### src/rtl/pc_gen_pkg.sv
// pc_gen_pkg: shared branch-prediction-unit types for the fetch-address
// generator.
//   - pc_gen_state_e : fetch FSM states (BOOT, HALT, RUN)
//   - fetch_req_t    : request handed to IF {pc, pred_taken, pred_target}
//   - PC_GEN_RESET_PC: default fetch address after reset
// Address width comes from `ADDR_WIDTH (defaults to 32 when not defined).

`ifndef ADDR_WIDTH
`define ADDR_WIDTH 32
`endif

package pc_gen_pkg;

    localparam int unsigned FETCH_ADDR_W = `ADDR_WIDTH;

    localparam logic [FETCH_ADDR_W-1:0] PC_GEN_RESET_PC = 32'h1c00_0000;

    typedef enum logic [1:0] {
        BOOT,
        HALT,
        RUN
    } pc_gen_state_e;

    typedef struct packed {
        logic [FETCH_ADDR_W-1:0] pc;
        logic                    pred_taken;
        logic [FETCH_ADDR_W-1:0] pred_target;
    } fetch_req_t;

endpackage

### src/rtl/pc_gen.sv
// pc_gen: fetch-address generator between the backend, the BTB and IF.
// Holds the fetch PC, presents it to the BTB every cycle, and chooses the
// next PC from backend redirect, BTB prediction or sequential PC+4.
//
// Ports:
//   clk, rst             clock; synchronous active-high reset
//   btb_lookup_addr      BTB lookup address (always the current PC)
//   btb_pred_addr        BTB predicted target (combinational from lookup)
//   btb_branch           BTB hit / predicted taken
//   redirect_valid/_pc   backend redirect; low two bits of target ignored
//   halt_req             stop fetching until the next redirect
//   out_valid/out_ready  fetch request handshake to IF
//   out_pc               fetch PC
//   out_pred_taken       prediction carried with out_pc
//   out_pred_target      predicted target (out_pc+4 when not taken)
//
// Optional: define PCGEN_PERF_EN to add perf_fetch_cnt, perf_pred_taken_cnt
// and perf_redirect_cnt (clear on rst, wrap silently).

`ifndef ADDR_WIDTH
`define ADDR_WIDTH 32
`endif

module pc_gen
    import pc_gen_pkg::*;
#(
    parameter int unsigned               ADDR_W   = `ADDR_WIDTH,
    parameter logic [ADDR_W-1:0]         RESET_PC = PC_GEN_RESET_PC
) (
    input  logic              clk,
    input  logic              rst,
    output logic [ADDR_W-1:0] btb_lookup_addr,
    input  logic [ADDR_W-1:0] btb_pred_addr,
    input  logic              btb_branch,
    input  logic              redirect_valid,
    input  logic [ADDR_W-1:0] redirect_pc,
    input  logic              halt_req,
    output logic              out_valid,
    input  logic              out_ready,
    output logic [ADDR_W-1:0] out_pc,
    output logic              out_pred_taken,
    output logic [ADDR_W-1:0] out_pred_target
`ifdef PCGEN_PERF_EN
    ,
    output logic [31:0]       perf_fetch_cnt,
    output logic [31:0]       perf_pred_taken_cnt,
    output logic [31:0]       perf_redirect_cnt
`endif
);

    localparam logic [ADDR_W-1:0] WORD_MASK = {{(ADDR_W-2){1'b1}}, 2'b00};
    localparam logic [ADDR_W-1:0] PC_STEP   = ADDR_W'(4);

    pc_gen_state_e     state_q, state_d;
    logic [ADDR_W-1:0] pc_r, pc_d;
    logic [ADDR_W-1:0] pc_seq;
    logic [ADDR_W-1:0] pred_tgt;
    logic              fire;
    fetch_req_t        req;

    assign pc_seq   = pc_r + PC_STEP;
    assign pred_tgt = btb_pred_addr & WORD_MASK;

    always_ff @(posedge clk) begin
        if (rst) begin
            state_q <= BOOT;
            pc_r    <= RESET_PC;
        end else begin
            state_q <= state_d;
            pc_r    <= pc_d;
        end
    end

    always_comb begin
        state_d   = state_q;
        pc_d      = pc_r;
        out_valid = (state_q == RUN);
        fire      = out_valid & out_ready;

        if (redirect_valid) begin
            // Redirect beats halt and any concurrent fire; a fired request
            // is still consumed by IF and squashed by the backend.
            pc_d    = redirect_pc & WORD_MASK;
            state_d = RUN;
        end else if (state_q == BOOT) begin
            state_d = RUN;
        end else if (halt_req) begin
            state_d = HALT;
        end else if (fire) begin
            pc_d = btb_branch ? pred_tgt : pc_seq;
        end
    end

    // Prediction follows the BTB for the current PC, so it stays stable
    // during a stall unless the BTB itself is updated at this index.
    always_comb begin
        req.pc          = pc_r;
        req.pred_taken  = btb_branch;
        req.pred_target = btb_branch ? pred_tgt : pc_seq;
    end

    assign btb_lookup_addr = pc_r;
    assign out_pc          = req.pc;
    assign out_pred_taken  = req.pred_taken;
    assign out_pred_target = req.pred_target;

`ifdef PCGEN_PERF_EN
    always_ff @(posedge clk) begin
        if (rst) begin
            perf_fetch_cnt      <= '0;
            perf_pred_taken_cnt <= '0;
            perf_redirect_cnt   <= '0;
        end else begin
            if (fire)
                perf_fetch_cnt <= perf_fetch_cnt + 32'd1;
            if (fire && btb_branch)
                perf_pred_taken_cnt <= perf_pred_taken_cnt + 32'd1;
            if (redirect_valid)
                perf_redirect_cnt <= perf_redirect_cnt + 32'd1;
        end
    end
`endif

endmodule

### config.mk
export PLATFORM = sky130hd
export DESIGN_NAME = pc_gen
export DESIGN_NICKNAME = d
export VERILOG_FILES = /design/src/rtl/pc_gen_pkg.sv /design/src/rtl/pc_gen.sv
export SDC_FILE = /design/constraint.sdc
export NUM_CORES = 1
export LEC_CHECK = 0
export CELL_PAD_IN_SITES_DETAIL_PLACEMENT = 1
export CELL_PAD_IN_SITES_GLOBAL_PLACEMENT = 2
export CORE_MARGIN = 5
export CORE_UTILIZATION = 20
export DETAILED_ROUTE_END_ITERATION = 7
export GPL_ROUTABILITY_DRIVEN = 0
export GPL_TIMING_DRIVEN = 1
export PLACE_DENSITY_LB_ADDON = 0.1
export SYNTH_ARGS = -nofsm -noshare
export SYNTH_HDL_FRONTEND = slang
export SYNTH_SLANG_ARGS = --single-unit
### constraint.sdc
create_clock -name clk -period 2.6 [get_ports clk]
set_input_delay 0.26 -clock clk [delete_from_list [all_inputs] [get_ports clk]]
set_output_delay 0.26 -clock clk [all_outputs]
set_load 0.01 [all_outputs]
==> results of run 1 <==
## worst paths after layout
check                                          from             endpoint  slack (ps)
worst min-delay path                            rst   btb_lookup_addr[4]         460
worst max register to register  btb_lookup_addr[15]  btb_lookup_addr[31]         480
worst max-delay path            btb_lookup_addr[14]  out_pred_target[24]          40
worst min register to register   btb_lookup_addr[1]   btb_lookup_addr[1]         520
## final cells by class
class / instances / area, µm² / area share, %
timing repair buffer: 213 / 2051 / 39.53
multi-input combinational: 307 / 1983 / 38.23
inverter: 18 / 67.56 / 1.302
sequential: 34 / 683.2 / 13.17
clock buffer: 7 / 132.6 / 2.557
tap: 216 / 270.3 / 5.210
## registers in the layout (all words and copies together) (netlist names)
name,count
btb_lookup_addr,32
state_q,2
## per-stage QoR
stage / setup WS, ps / area, µm² / TNS (ps) / hold WS, ps
2_1_floorplan: 547.2 / 3153 / 0 / 406.8
4_1_cts: 0.3333 / 5092 / 0 / 459.4
6_report: 44.47 / 5187 / 0 / 457.4
3_3_place_gp: 55.23 / 4910 / 0 / 499.8
5_1_grt: -86.38 / 5187 / -223.9 / 500.3
3_5_place_dp: 51.71 / 4910 / 0 / 515.2
## routing by layer
layer	vias to the layer above	share of wire, %	GRT usage (%)
li1	1809	-	-
met1	1739	46	19.38
met2	91	48	26.55
met3	5	5.2	3.455
met4	0	0.65	2.240
met5	-	0	0
## logic make-up after synthesis
group	Yosys count	share of synthesized area, %
xor gates and xnor gates	19	5.278
DFF	34	21.59
and+or+nand+nor	163	27.34
muxes	18	5.952
AOI/OAI and AO/OA	106	21.67
buffers and inverters	89	17.78
adders and majority gates	1	0.3968
## critical path: stages, from the launching register on
cell	delay, ps
dfxtp_1	350
and4_4	250
nand4_1	160
buf_6	200
nor3_2	140
xor2_1	220
mux2_2	180
clkdlybuf4s50_1	530
## power by group through the flow
stage / Combinational [mW] / Sequential (mW) / Clock (mW)
3_5_place_dp: 0.702 / 0.595 / 0
5_1_grt: 0.750 / 0.591 / 0.610
2_1_floorplan: 0.295 / 0.623 / 0
3_3_place_gp: 0.699 / 0.593 / 0
4_1_cts: 0.706 / 0.585 / 0.590
6_report: 0.689 / 0.586 / 0.575
## cells in the mapped netlist (all sizes together), types with 2 or more instances
cell / number / area, µm²
nand2: 52 / 195.2
o2bb2ai: 4 / 35.03
inv: 17 / 63.81
a221oi: 7 / 61.31
o21ai: 23 / 115.1
nor2: 31 / 118.9
o22ai: 3 / 18.77
and4: 7 / 62.56
a31oi: 5 / 31.28
dfxtp: 34 / 680.7
nand4: 10 / 83.83
a21oi: 31 / 155.2
a21o: 4 / 30.03
nor4: 2 / 12.51
and3: 6 / 37.54
buf: 41 / 290.3
a311o: 2 / 20.02
nor3: 14 / 80.08
xor2: 10 / 87.58
nor3b: 2 / 15.01
a211oi: 9 / 67.56
clkbuf: 30 / 202.7
o22a: 2 / 17.52
mux2: 6 / 67.56
a311oi: 4 / 35.03
nor2b: 7 / 43.79
mux2i: 12 / 120.1
or4: 8 / 63.81
o31ai: 3 / 22.52
or3: 3 / 18.77
xnor2: 9 / 78.83
nand3: 16 / 80.08
## timing repair
action                                  4_1_cts  5_1_grt
gates resized for setup                      17       20
endpoints found under the setup margin       17       17
pin swaps                                     1        2
buffers inserted                              0        5
hold buffers                                  0        0
endpoints found under the hold margin         0        0
==> run summary, run 1 <==
status -> complete, no violations
sequential area share after synthesis -> 21.59%
final core utilization -> 33.14%
Netlist Area Pre-Place -> 3153 µm²
Period Utilization, post-route -> 98.29%
Rel. slew slack -> 52.79%
antenna-violating nets left -> 0
Hold WC Path Type -> in2reg
first-pass GRT wire length -> 22.26 mm
Synth Register Bits -> 34
Synth Flop Type -> dfxtp_1
Comb power frac -> 37.2%
skew final -> 6.774 ps
Clock Pin Slew Worst Setup and Hold Paths -> 50 ps
via count -> 3644
unrepaired setup endpoints after global routing -> yes
die height -> 135.6 µm
Worst Setup Path Type -> reg2out
largest net degree at the start of global routing -> 35
final setup vio count -> 0
r2r worst-path depth -> 6
Core ar. -> 15660 µm²
Post-synth ARST share -> 0%
GR Overflow Total -> 0
Initial Utilization -> 20.14%
Port Buf Inserts -> 163
Cell variety after synth -> 58
yosys warns -> 0
sink count of the clock tree -> 34
Cell Count, Final, Fillers Out -> 795
DR vias/cell -> 4.584
DP Wirelength -> 10.85 mm
Seq pwr share -> 31.7%
cell area power density -> 356.5 nW/µm²
gr usage total -> 15.15%
clk buf depth -> 2
Clock power frac -> 31.1%
Syn-to-layout area delta -> 64.52%
Final Hold Fails -> 0
wire per inst -> 17.75 µm
DRT Wirelength -> 14.11 mm
CP endpoint kind -> output pin
Max Cap Viol -> 0
die area -> 18380 µm²
Crit Path Max Fanout -> 10
cell leakage power -> 2.014 nW
worst slew pin tran -> 708.2 ps
Syn Nets -> 501
EDFF count, synth -> 0
NumNets Final -> 650
row cnt -> 46
initial antenna violation count -> 0
vias in the first global route -> 4026
peak supply drop -> 0.2354 mV
internal power -> 1.284 mW
DP Cell Count -> 783
ant diodes -> 0
Final Critical Period -> 2556 ps
Clock Tree Root -> clkbuf_16
Crit path required time -> 2340 ps
Final Max Tran Viols -> 0
Remaining DRCs -> 0
synthesized area per cell -> 7.333 µm²
Clock Latency Late Sink -> 270 ps
layout cells sized above 1 -> 15.37%
H-tree depth -> 2
fmax -> 0.3913 GHz
Post-Syn Instances -> 430
Arr. time, crit path -> 2300 ps
highest-count cells in the layout ignoring fill and taps -> 148 x clkdlybuf4s50_1, 52 x nand2_1, 45 x buf_4, 32 x dfxtp_1, 30 x a21oi_1
Initial DRC Count -> 120
io pins -> 168
Sw Ratio -> 30.55%
most common cell after layout, fill and taps aside -> clkdlybuf4s50_1
worst hold path depth -> 2
CP Launch Type -> flip-flop
total power -> 1.849 mW
TritonCTS buffer count -> 5
fill count -> 1890
CTS tree -> done
Die X -> 135.6 µm
net switching power -> 564.8 µW
drt pass-1 iters -> 5
(Power assumes the default switching activity.)
==> run 2, diff against run 1 <==
Settings changed: SLEW_MARGIN from default to 20.
==> results of run 2 <==
No change in the layout: final DEF, timing and power equal those of run 1.
